## src/rtl/mux_scan_pkg.sv

```systemverilog
// rtl/mux_scan_pkg.sv - shared types, widths and scan index helpers for the mux scan serializer
package mux_scan_pkg;

    localparam int WORD_W = 8;
    localparam int SEL_W  = 3;

    localparam logic [SEL_W-1:0] SEL_ONE   = SEL_W'(1);
    localparam logic [SEL_W-1:0] LAST_SENT = SEL_W'(WORD_W - 1);

    typedef enum logic [1:0] {
        IDLE,
        FILL,
        SCAN
    } state_e;

    function automatic logic [SEL_W-1:0] first_idx(input logic msb_first);
        return msb_first ? SEL_W'(WORD_W - 1) : '0;
    endfunction

    // Wraps modulo 8 in both directions; the wrap after the last bit is reloaded on the next load.
    function automatic logic [SEL_W-1:0] next_idx(input logic [SEL_W-1:0] cnt, input logic msb_first);
        return msb_first ? cnt - SEL_ONE : cnt + SEL_ONE;
    endfunction

endpackage

```

## src/rtl/scan_sel_counter.sv

```systemverilog
// rtl/scan_sel_counter.sv - 3-bit scan counter driving the mux selects S0 (MSB) .. S2 (LSB)
module scan_sel_counter
    import mux_scan_pkg::*;
#(
    parameter int MSB_FIRST = 1
) (
    input  logic clk,
    input  logic rst,
    input  logic load_first,
    input  logic advance,
    output logic s0,
    output logic s1,
    output logic s2
);

    localparam logic MSB = (MSB_FIRST != 0);

    logic [SEL_W-1:0] cnt_q;
    logic [SEL_W-1:0] cnt_d;

    always_comb begin
        cnt_d = cnt_q;
        if (load_first) begin
            cnt_d = first_idx(MSB);
        end else if (advance) begin
            cnt_d = next_idx(cnt_q, MSB);
        end
    end

    always_ff @(posedge clk) begin
        if (rst) begin
            cnt_q <= '0;
        end else begin
            cnt_q <= cnt_d;
        end
    end

    assign s0 = cnt_q[2];
    assign s1 = cnt_q[1];
    assign s2 = cnt_q[0];

endmodule

```

## src/rtl/mux_scan_serializer.sv

```systemverilog
// rtl/mux_scan_serializer.sv - loads a word onto the 8:1 mux inputs, scans the selects and serialises MUX_OUT
module mux_scan_serializer
    import mux_scan_pkg::*;
#(
    parameter int MSB_FIRST = 1
) (
    input  logic              CLK,
    input  logic              RST,
    input  logic              LOAD_VALID,
    output logic              LOAD_READY,
    input  logic [WORD_W-1:0] DIN,
    output logic              I0,
    output logic              I1,
    output logic              I2,
    output logic              I3,
    output logic              I4,
    output logic              I5,
    output logic              I6,
    output logic              I7,
    output logic              S0,
    output logic              S1,
    output logic              S2,
    input  logic              MUX_OUT,
    output logic              SER_DATA,
    output logic              SER_VALID,
    input  logic              SER_READY,
    output logic              SER_LAST
);

    state_e            state_q, state_d;
    logic [WORD_W-1:0] d_q, d_d;
    logic [SEL_W-1:0]  sent_q, sent_d;
    logic              ser_data_q, ser_data_d;
    logic              ser_valid_q, ser_valid_d;
    logic              ser_last_q, ser_last_d;
    logic              cnt_load;
    logic              cnt_adv;

    scan_sel_counter #(
        .MSB_FIRST (MSB_FIRST)
    ) u_sel (
        .clk        (CLK),
        .rst        (RST),
        .load_first (cnt_load),
        .advance    (cnt_adv),
        .s0         (S0),
        .s1         (S1),
        .s2         (S2)
    );

    always_comb begin
        state_d     = state_q;
        d_d         = d_q;
        sent_d      = sent_q;
        ser_data_d  = ser_data_q;
        ser_valid_d = ser_valid_q;
        ser_last_d  = ser_last_q;
        cnt_load    = 1'b0;
        cnt_adv     = 1'b0;
        unique case (state_q)
            IDLE: begin
                if (LOAD_VALID) begin
                    d_d      = DIN;
                    cnt_load = 1'b1;
                    sent_d   = '0;
                    state_d  = FILL;
                end
            end
            FILL: begin
                // Selects already point at the first index, so MUX_OUT is the first bit.
                ser_data_d  = MUX_OUT;
                cnt_adv     = 1'b1;
                ser_valid_d = 1'b1;
                ser_last_d  = 1'b0;
                state_d     = SCAN;
            end
            SCAN: begin
                if (SER_READY) begin
                    if (sent_q == LAST_SENT) begin
                        ser_valid_d = 1'b0;
                        ser_last_d  = 1'b0;
                        state_d     = IDLE;
                    end else begin
                        ser_data_d = MUX_OUT;
                        cnt_adv    = 1'b1;
                        sent_d     = sent_q + SEL_ONE;
                        ser_last_d = ((sent_q + SEL_ONE) == LAST_SENT);
                    end
                end
            end
            default: state_d = IDLE;
        endcase
    end

    always_ff @(posedge CLK) begin
        if (RST) begin
            state_q     <= IDLE;
            d_q         <= '0;
            sent_q      <= '0;
            ser_data_q  <= 1'b0;
            ser_valid_q <= 1'b0;
            ser_last_q  <= 1'b0;
        end else begin
            state_q     <= state_d;
            d_q         <= d_d;
            sent_q      <= sent_d;
            ser_data_q  <= ser_data_d;
            ser_valid_q <= ser_valid_d;
            ser_last_q  <= ser_last_d;
        end
    end

    assign LOAD_READY = (state_q == IDLE);
    assign SER_DATA   = ser_data_q;
    assign SER_VALID  = ser_valid_q;
    assign SER_LAST   = ser_last_q;

    assign I0 = d_q[0];
    assign I1 = d_q[1];
    assign I2 = d_q[2];
    assign I3 = d_q[3];
    assign I4 = d_q[4];
    assign I5 = d_q[5];
    assign I6 = d_q[6];
    assign I7 = d_q[7];

endmodule

```

## config.mk

```make
export PLATFORM = sky130hd
export DESIGN_NAME = mux_scan_serializer
export DESIGN_NICKNAME = d
export VERILOG_FILES = /design/src/rtl/mux_scan_pkg.sv /design/src/rtl/scan_sel_counter.sv /design/src/rtl/mux_scan_serializer.sv
export SDC_FILE = /design/constraint.sdc
export NUM_CORES = 1
export LEC_CHECK = 0
export BUFFER_PORTS_ARGS = -buffer_cell sky130_fd_sc_hd__buf_2
export CORE_UTILIZATION = 25
export CTS_CLUSTER_DIAMETER = 30
export DETAILED_ROUTE_END_ITERATION = 8
export HOLD_SLACK_MARGIN = 0.02
export PLACE_DENSITY_LB_ADDON = 0.2
export SLEW_MARGIN = 20
export SYNTH_ARGS = -nofsm -noshare
export SYNTH_HDL_FRONTEND = slang
export SYNTH_SLANG_ARGS = --single-unit
```

## constraint.sdc

```tcl
create_clock -name CLK -period 1.6 [get_ports CLK]
set_input_delay 0.24 -clock CLK [delete_from_list [all_inputs] [get_ports CLK]]
set_output_delay 0.24 -clock CLK [all_outputs]
set_load 0.02 [all_outputs]
```

# Yosys cells after proc, flatten, opt, wreduce, memory -nomap -nowiden
# Cells that the tools add are included.
# totals
word_cells	51
out_inout_bits	15
input_bits	13
register_bits	19
# classes
muxes	24
add_sub_neg	2
reduce_logical	10
n_eq_ne	8
# op_table
operator	n
$mux 3	5
$mux 1	10
$reduce_and 3->1	3
$ne 2x2->1 const B	4
$pmux 1 s2	4
$eq 3x3->1 const B	2
$mux 2	3
$pmux 2 s3	1
$pmux 3 s2	1
$reduce_bool 2->1	3
$reduce_and 2->1	2
$reduce_and 4->1	1
$add 3x1->3 const B	1
$sub 3x1->3 const B	1
$eq 2x1->1 const B	1
$eq 2x2->1 const B	1
$logic_not 2->1	1

# Depth between registers and ports, before layout
# Gate-level depths: netlist of run 1.
# logic_depth
depth_word	6
depth_mapped	6
depth_no_buf	5

# Modules after synthesis
# From an unflattened synthesis of run 1, not the netlist that was laid out.
# hier_totals
cells_unflattened	107
area_unflattened_um2	954.7
# by_module_without_submodules
mod	seq_area_each_um2	area_each_um2	instances	cells_per_inst
mux_scan_serializer	320.3	814.5	1	92
scan_sel_counter	60.1	140.1	1	15

# Worst setup path after synthesis of run 1
# OpenSTA, ideal clock, no wires.
# synth_path
path_type	flip-flop to flip-flop
start	register sent_q[0]
end	register u_sel.cnt_q[2]
arrival_ps	1486
t_required_ps	1497
setup_time_ps	103
synth_period_minus_slack_ps	1590
n_path_buf	1
stages_incl_launch_ff	7
setup_slack_ps	10
path_cell_list	dfxtp_1 > ha_1 > ha_1 > and3b_1 > buf_6 > o2111a_1 > a2111oi_2
# synth_between
elab_chain_cells	5
# synth_rtl
element	line	source
start, declared	mux_scan_serializer.sv:32	logic [SEL_W-1:0] sent_q, sent_d;
start signal, assigned	mux_scan_serializer.sv:106	sent_q <= sent_d;
$eq 3x3->1	mux_scan_serializer.sv:79	if (sent_q == LAST_SENT) begin
$mux 1	mux_scan_serializer.sv:79	
$mux 1	mux_scan_serializer.sv:78	if (SER_READY) begin
$pmux 1 s2	mux_scan_serializer.sv:60	unique case (state_q)
$reduce_bool 2->1 (no line)	-	
end signal, assigned	scan_sel_counter.sv:34	cnt_q <= cnt_d;
end, declared	scan_sel_counter.sv:18	logic [SEL_W-1:0] cnt_q;
# Every way passes these cells.
# A chain may end at the register's enable or synchronous reset.

# Worst setup path after layout of run 1
# Ends and elaborated chain as after synthesis.

==> results_dict.tcl, run 1 <==
set metrics [dict create \
    reg2reg_from "sent_q[0]$_SDFFE_PP0P_" \
    skew_ps 2.01 \
    drc 0 \
    synth_seq_area_share_pct 41.2 \
    use_met2_pct 21.3 \
    coreArea_um2 3440 \
    cp-start-kind "register" \
    drv_slew 0 \
    path_class "reg2reg" \
    power_density_nw_per_um2 938 \
    cts_buffers 3 \
    power_mw 1.13 \
    irDropWorstVdd_uv 336 \
    timing.rr.end "u_sel.cnt_q[2]$_SDFFE_PP0P_" \
    cp.required_ps 1760 \
    p_leak_nw 0.551 \
    synth_area_um2 923 \
    yosysTopAreaCell "dfxtp_1" \
    dp_worst_setup_slack_ps -11.6 \
    die_w_um 62.8 \
    clkTransAtPathRegs_ps 70 \
    yosys_warnings 0 \
    grtUsageMet3_pct 3.10 \
    worst_slack_ps 57.1 \
    crit_start "sent_q[0]$_SDFFE_PP0P_" \
    critical_path.endpoint "u_sel.cnt_q[2]$_SDFFE_PP0P_" \
    drive_above_1_share_pct 32.4 \
    syn_area_per_cell_um2 8.47 \
    holdBufCountCts 0 \
    drtPass1Iterations 4 \
    drt_wl_total_mm 2.04 \
    yosys_register_bits 19 \
    io_pins 28 \
    drt_iter0_drc 28 \
    rrSetupSlack_ps 60 \
    diodes 0 \
    clk_path_buf_depth 2 \
    dieArea_um2 3940 \
    nets 163 \
    synthCells 109 \
    postRouteAntennaNets 0 \
    hold_viol 0 \
    start_util_pct 26.8 \
    fin_util_pct 35.2 \
    grt_max_degree 18 \
    post-route-period-util_pct 96.4 \
    status "completed" \
    clkLatencyLatePin_ps 250 \
    hold_class "in2reg" \
    tritoncts "built" \
    layout_min_cycle_time_ps 1540 \
    placed_cells_incl_taps 182 \
    crit_arrival_ps 1700 \
    syn_nets 129 \
    maxSlewHeadroom_pct 77.7 \
    wl_per_cell_um 10.8 \
    die_height_um 62.8 \
    grt_busiest_layer "met2" \
    grt_setup_unrepaired "false" \
    grt_pass1_vias 836 \
    mostFrequentLayoutCell "buf_2" \
    place_area_um2 1130 \
    critPathCaptureType "register" \
    worstHoldStart "DIN[2]" \
    final_cell_mix "27 x buf_2, 21 x nand2_1, 17 x dfxtp_1" \
    num_vias 851 \
    reg2reg_depth 5 \
    cap_violations 0 \
    grt_overflow 0 \
    synth.distinct_cells 25 \
    instances_no_fill 188 \
    worst_pin_slew_ps 335 \
    antenna_found_initial 0 \
    crit_fanout 5 \
    grt_usage_pct 11.5 \
    clock-sinks 19 \
    whs_ps 218 \
    stdcell_area_um2 1210 \
    setup-tns-final_ps 0 \
    root_buffer "clkbuf_8" \
    gp_congestion 0.698 \
    fmax_ghz 0.648 \
    row_count 21 \
    place.detailed.hpwl_mm 1.60 \
    synth_top_area_share_pct 41.2 \
    grt_pass1_wl_mm 3.55 \
    vias_per_cell 4.53 \
    grtUsageMet1_pct 12.2 \
    ys_top_cells_by_area "dfxtp_1 41%, ha_1 9.5%, nand2_1 8.5%, a21oi_1 7.6%, nand3_1 3.8%" \
    setup_viol 0 \
    cts_htree_levels 1 \
    area_delta_synth_final_pct 31.0 \
    portBuffers 27 \
]
==> sequential cells by signal, indices dropped and copies added (netlist names) <==
register	cells
SER_DATA	1
SER_LAST	1
SER_VALID	1
d_q	8
sent_q	3
state_q	2
u_sel.cnt_q	3
==> layout make-up <==
cell class	instances	area (um^2)
inverters	6	22.5
multi-input cells	78	505
clock inverters	1	5.00
well taps	46	57.6
clock buffers	3	41.3
flip-flops and latches	19	383
repair buffers	35	195
fillers	375	2230
==> report_power, final <==
part	switching [mW]	internal, mW	total, mW
clock network	0.158	0.173	0.331
registers	0.0216	0.509	0.530
logic	0.163	0.111	0.274
==> critical path, cell delays in order, from the launching register on <==
cell	delay (ps)
dfxtp_2	340
ha_2	180
ha_4	130
and3b_2	240
o2111a_1	250
a2111oi_2	310
==> synthesized netlist by cell type (all sizes together) <==
| library cell | instances |
|---|---|
| a2111oi | 1 |
| a211oi | 1 |
| a21bo | 1 |
| a21boi | 1 |
| a21oi | 14 |
| a311oi | 1 |
| and2 | 2 |
| and3b | 1 |
| buf | 2 |
| clkbuf | 4 |
| dfxtp | 19 |
| ha | 7 |
| inv | 6 |
| mux2i | 3 |
| nand2 | 21 |
| nand2b | 2 |
| nand3 | 7 |
| nand3b | 3 |
| nor2 | 3 |
| nor2b | 2 |
| nor3 | 1 |
| o2111a | 3 |
| o21ai | 4 |
==> timing repair <==
action                                 in CTS  in global routing
setup endpoints to repair                   2                  3
endpoints found under the hold margin       0                  0
gates resized for setup                     3                  3
gates cloned                                0                  0
buffers inserted                            1                  1
==> metal layers <==
| layer | part of all wire [%] | up-vias |
|---|---|---|
| met5 | 0 | - |
| met4 | 1.4 | 0 |
| met3 | 5.2 | 5 |
| met2 | 52 | 22 |
| met1 | 42 | 386 |
| li1 | - | 438 |
==> worst min path at each step <==
stage                                endpoint  cells past startpoint
after floorplan           d_q[0]$_SDFFE_PP0P_                      2
after global placement    d_q[0]$_SDFFE_PP0P_                      2
after detailed placement  d_q[5]$_SDFFE_PP0P_                      2
after CTS                 d_q[2]$_SDFFE_PP0P_                      3
after global routing      d_q[6]$_SDFFE_PP0P_                      3
final                     d_q[2]$_SDFFE_PP0P_                      3
==> logic make-up after synthesis <==
| kind of cell | synth area share [%] |
|---|---|
| fa+ha+maj | 9.48 |
| compound gates | 18.7 |
| simple gates | 21.5 |
| buf+inv | 5.83 |
| flops | 41.2 |
| mux | 3.25 |
(Power assumes the default switching activity.)
==> run 2: changes to the inputs <==
--- a/config.mk
+++ b/config.mk
@@ -6,7 +6,7 @@
 export NUM_CORES = 1
 export LEC_CHECK = 0
 export BUFFER_PORTS_ARGS = -buffer_cell sky130_fd_sc_hd__buf_2
-export CORE_UTILIZATION = 25
+export CORE_UTILIZATION = 45
 export CTS_CLUSTER_DIAMETER = 30
 export DETAILED_ROUTE_END_ITERATION = 8
 export HOLD_SLACK_MARGIN = 0.02
@@ -14,4 +14,5 @@
 export SLEW_MARGIN = 20
 export SYNTH_ARGS = -nofsm -noshare
 export SYNTH_HDL_FRONTEND = slang
+export SYNTH_HIERARCHICAL = 1
 export SYNTH_SLANG_ARGS = --single-unit
==> run 2 against run 1 <==
  * Register-to-register slack better by 30 ps
  * Fmax up 2.1%
  * Global-route usage up 6.7 points
  * Clock power down 26%
  * Total power down 3.6%
  * Sequential cell count unchanged
  * Non-clock buffer count unchanged
  * Worst hold slack worse by 44 ps
  * Utilization up 26 points
  * Combinational power up 15%
  * Routed wire length down 5.7%
  * Largest cell class unchanged
==> results_dict.tcl, run 2 <==
set metrics [dict create \
    drv_slew 0 \
    hold_path_depth 3 \
    cts_htree_levels 1 \
    io_pins 28 \
    wl_per_cell_um 11.4 \
    maxSlewHeadroom_pct 75.7 \
    power_frac_clock_pct 22.3 \
    syn_nets 127 \
    num_vias 838 \
    synth.distinct_cells 29 \
    grt_pass1_wl_mm 2.85 \
    top_register "d_q" \
    synth-simple-area-share_pct 23.3 \
    antenna_found_initial 0 \
    drc 0 \
    internal-power_mw 0.737 \
    vias_per_cell 4.99 \
    crit_fanout 5 \
    drive_above_1_share_pct 36.9 \
    p_sw_share_pct 32.6 \
    combPwrFrac_pct 28.8 \
    nets 162 \
    coreArea_um2 1980 \
    async_reset_ff_share_pct 0 \
    stdcell_area_um2 1210 \
    synth_top_area_share_pct 39.8 \
    dieArea_um2 2310 \
    synth_top_family_by_area "simple AND/OR/NAND/NOR gates" \
    yosys.area_share.adder_pct 9.17 \
    portBuffers 27 \
    mostFrequentLayoutCell "buf_2" \
    fin_util_pct 60.9 \
    synth_xor_area_share_pct 0.917 \
    syn_area_per_cell_um2 8.92 \
    yosysTopAreaCell "dfxtp_1" \
    place.detailed.hpwl_mm 1.41 \
    irDropWorstVdd_uv 660 \
    hold_class "in2reg" \
    yosys_register_bits 19 \
    seq_power_share_pct 48.9 \
    whs_ps 174 \
    largest_reg_flops 8 \
    grt_usage_pct 18.2 \
    ys_top_cells_by_area "dfxtp_1 40%, ha_1 9.2%, a21oi_1 6.8%, nand3_1 5.8%, nand2b_1 4.6%" \
    diodes 0 \
    grt_setup_unrepaired "false" \
    p_switching_mw 0.357 \
    synth_edf_count 0 \
    drt_iter0_drc 10 \
    cp-start-kind "register" \
    synth_compound_area_share_pct 14.2 \
    die_w_um 48.1 \
    grt_pass1_vias 636 \
    power_density_nw_per_um2 907 \
    crit_arrival_ps 1740 \
    layout_min_cycle_time_ps 1510 \
    cap_violations 0 \
    critPathCaptureType "register" \
    fmax_ghz 0.662 \
    root_buffer "clkbuf_4" \
    post-route-period-util_pct 94.4 \
    row_count 16 \
    start_util_pct 48.2 \
    place_area_um2 1130 \
    nFillCells 183 \
    grt_max_degree 23 \
    die_height_um 48.1 \
    drt_wl_total_mm 1.92 \
    drtPass1Iterations 4 \
    hold_viol 0 \
    reg2reg_depth 7 \
    synth_area_um2 955 \
    gp_congestion 0.766 \
    rrSetupSlack_ps 90 \
    synth_ff_type "dfxtp_1" \
    yosysMostFrequentCell "dfxtp_1" \
    tritoncts "built" \
    worst_pin_slew_ps 365 \
    area_delta_synth_final_pct 26.3 \
    yosys-mux-area-fraction_pct 5.64 \
    cp.required_ps 1830 \
    status "completed" \
    synthCells 107 \
    clkLatencyLatePin_ps 300 \
    largestRegisters "d_q (8), sent_q (3), u_sel/cnt_q (3)" \
    final_cell_mix "27 x buf_2, 17 x dfxtp_1, 12 x a21oi_1" \
    postRouteAntennaNets 0 \
    grt_overflow 0 \
    p_leak_nw 0.547 \
    path_class "reg2reg" \
    yosys_warnings 6 \
    clkTransAtPathRegs_ps 110 \
    cts_buffers 3 \
    clock-sinks 19 \
    clk_path_buf_depth 2 \
    synth_seq_area_share_pct 39.8 \
    synth_common_cells "19 x dfxtp_1, 13 x a21oi_1, 11 x nand3_1" \
    skew_ps 5.85 \
    setup_viol 0 \
]
[run 2: cell count changes after synthesis, sizes merged, moves of 3 or more]
cell    previous run  this run
o21ai              4         0
o2111a             3         0
nand3              7        11
nand2             21        10
clkbuf             4         1
nand2b             2         7
[run 2: cells by family (layout without fill, tap and decap cells)]
logic type      after synthesis  after routing
compound gates               22             22
xor+xnor                      1              1
fa+ha+maj                     7              7
buf+inv                      13             47
flops                        19             19
mux                           5              5
simple gates                 40             40
[run 2: worst max-delay path, cell delays in order (launching register included)]
cell	delay, ps
dfxtp_2	340
ha_2	190
ha_4	170
nor2b_4	130
a21oi_2	70
nor2b_2	180
or2b_1	250
a31oi_1	120
[run 2: worst paths after layout]
check                                       startpoint                     endpoint
worst max-delay path            sent_q[0]$_SDFFE_PP0P_  u_sel/cnt_q[1]$_SDFFE_PP0P_
worst min-delay path                            DIN[5]          d_q[5]$_SDFFE_PP0P_
worst min register to register     d_q[5]$_SDFFE_PP0P_          d_q[5]$_SDFFE_PP0P_
worst max register to register  sent_q[0]$_SDFFE_PP0P_  u_sel/cnt_q[1]$_SDFFE_PP0P_
[run 2: timing repair]
action,CTS,global route
resized for setup,0,8
setup buffers,1,1
setup endpoints to repair,1,6
pin swaps,0,3
hold endpoints to repair,0,0
hold buffers,0,0
[run 2: final cells by class]
class	instances	area (um^2)	area share (%)
clock buffer	3	22.5	1.87
sequential	19	383	31.7
timing repair buffer	35	195	16.2
clock inverter	1	5.00	0.415
tap	27	33.8	2.80
inverter	8	30.0	2.49
multi-input combinational	75	537	44.5
[run 2: through the flow]
| stage | total power [mW] | setup WS, ps | std cells | setup TNS [ps] |
|---|---|---|---|---|
| floorplan | 0.759 | 46.8 | 107 | 0 |
| global placement | 0.843 | 59.2 | 162 | 0 |
| detailed placement | 0.850 | -17.2 | 162 | -17.2 |
| CTS | 1.10 | 1.58 | 167 | 0 |
| global route | 1.17 | 2.14 | 168 | 0 |
| finish | 1.09 | 89.4 | 168 | 0 |
[run 2: power by group through the flow]
stage	registers [mW]	logic [mW]	clock network (mW)
2_1_floorplan	0.584	0.174	0
3_3_place_gp	0.543	0.300	0
6_report	0.534	0.315	0.244
4_1_cts	0.535	0.312	0.256
5_1_grt	0.540	0.350	0.276
3_5_place_dp	0.545	0.305	0
[run 2: metal layers]
layer	vias up	routed length (um)	GRT usage, %
met5	-	0	0
met4	0	31	8.33
met3	4	64	4.53
met2	16	915	26.8
met1	381	911	24.8
li1	437	-	-
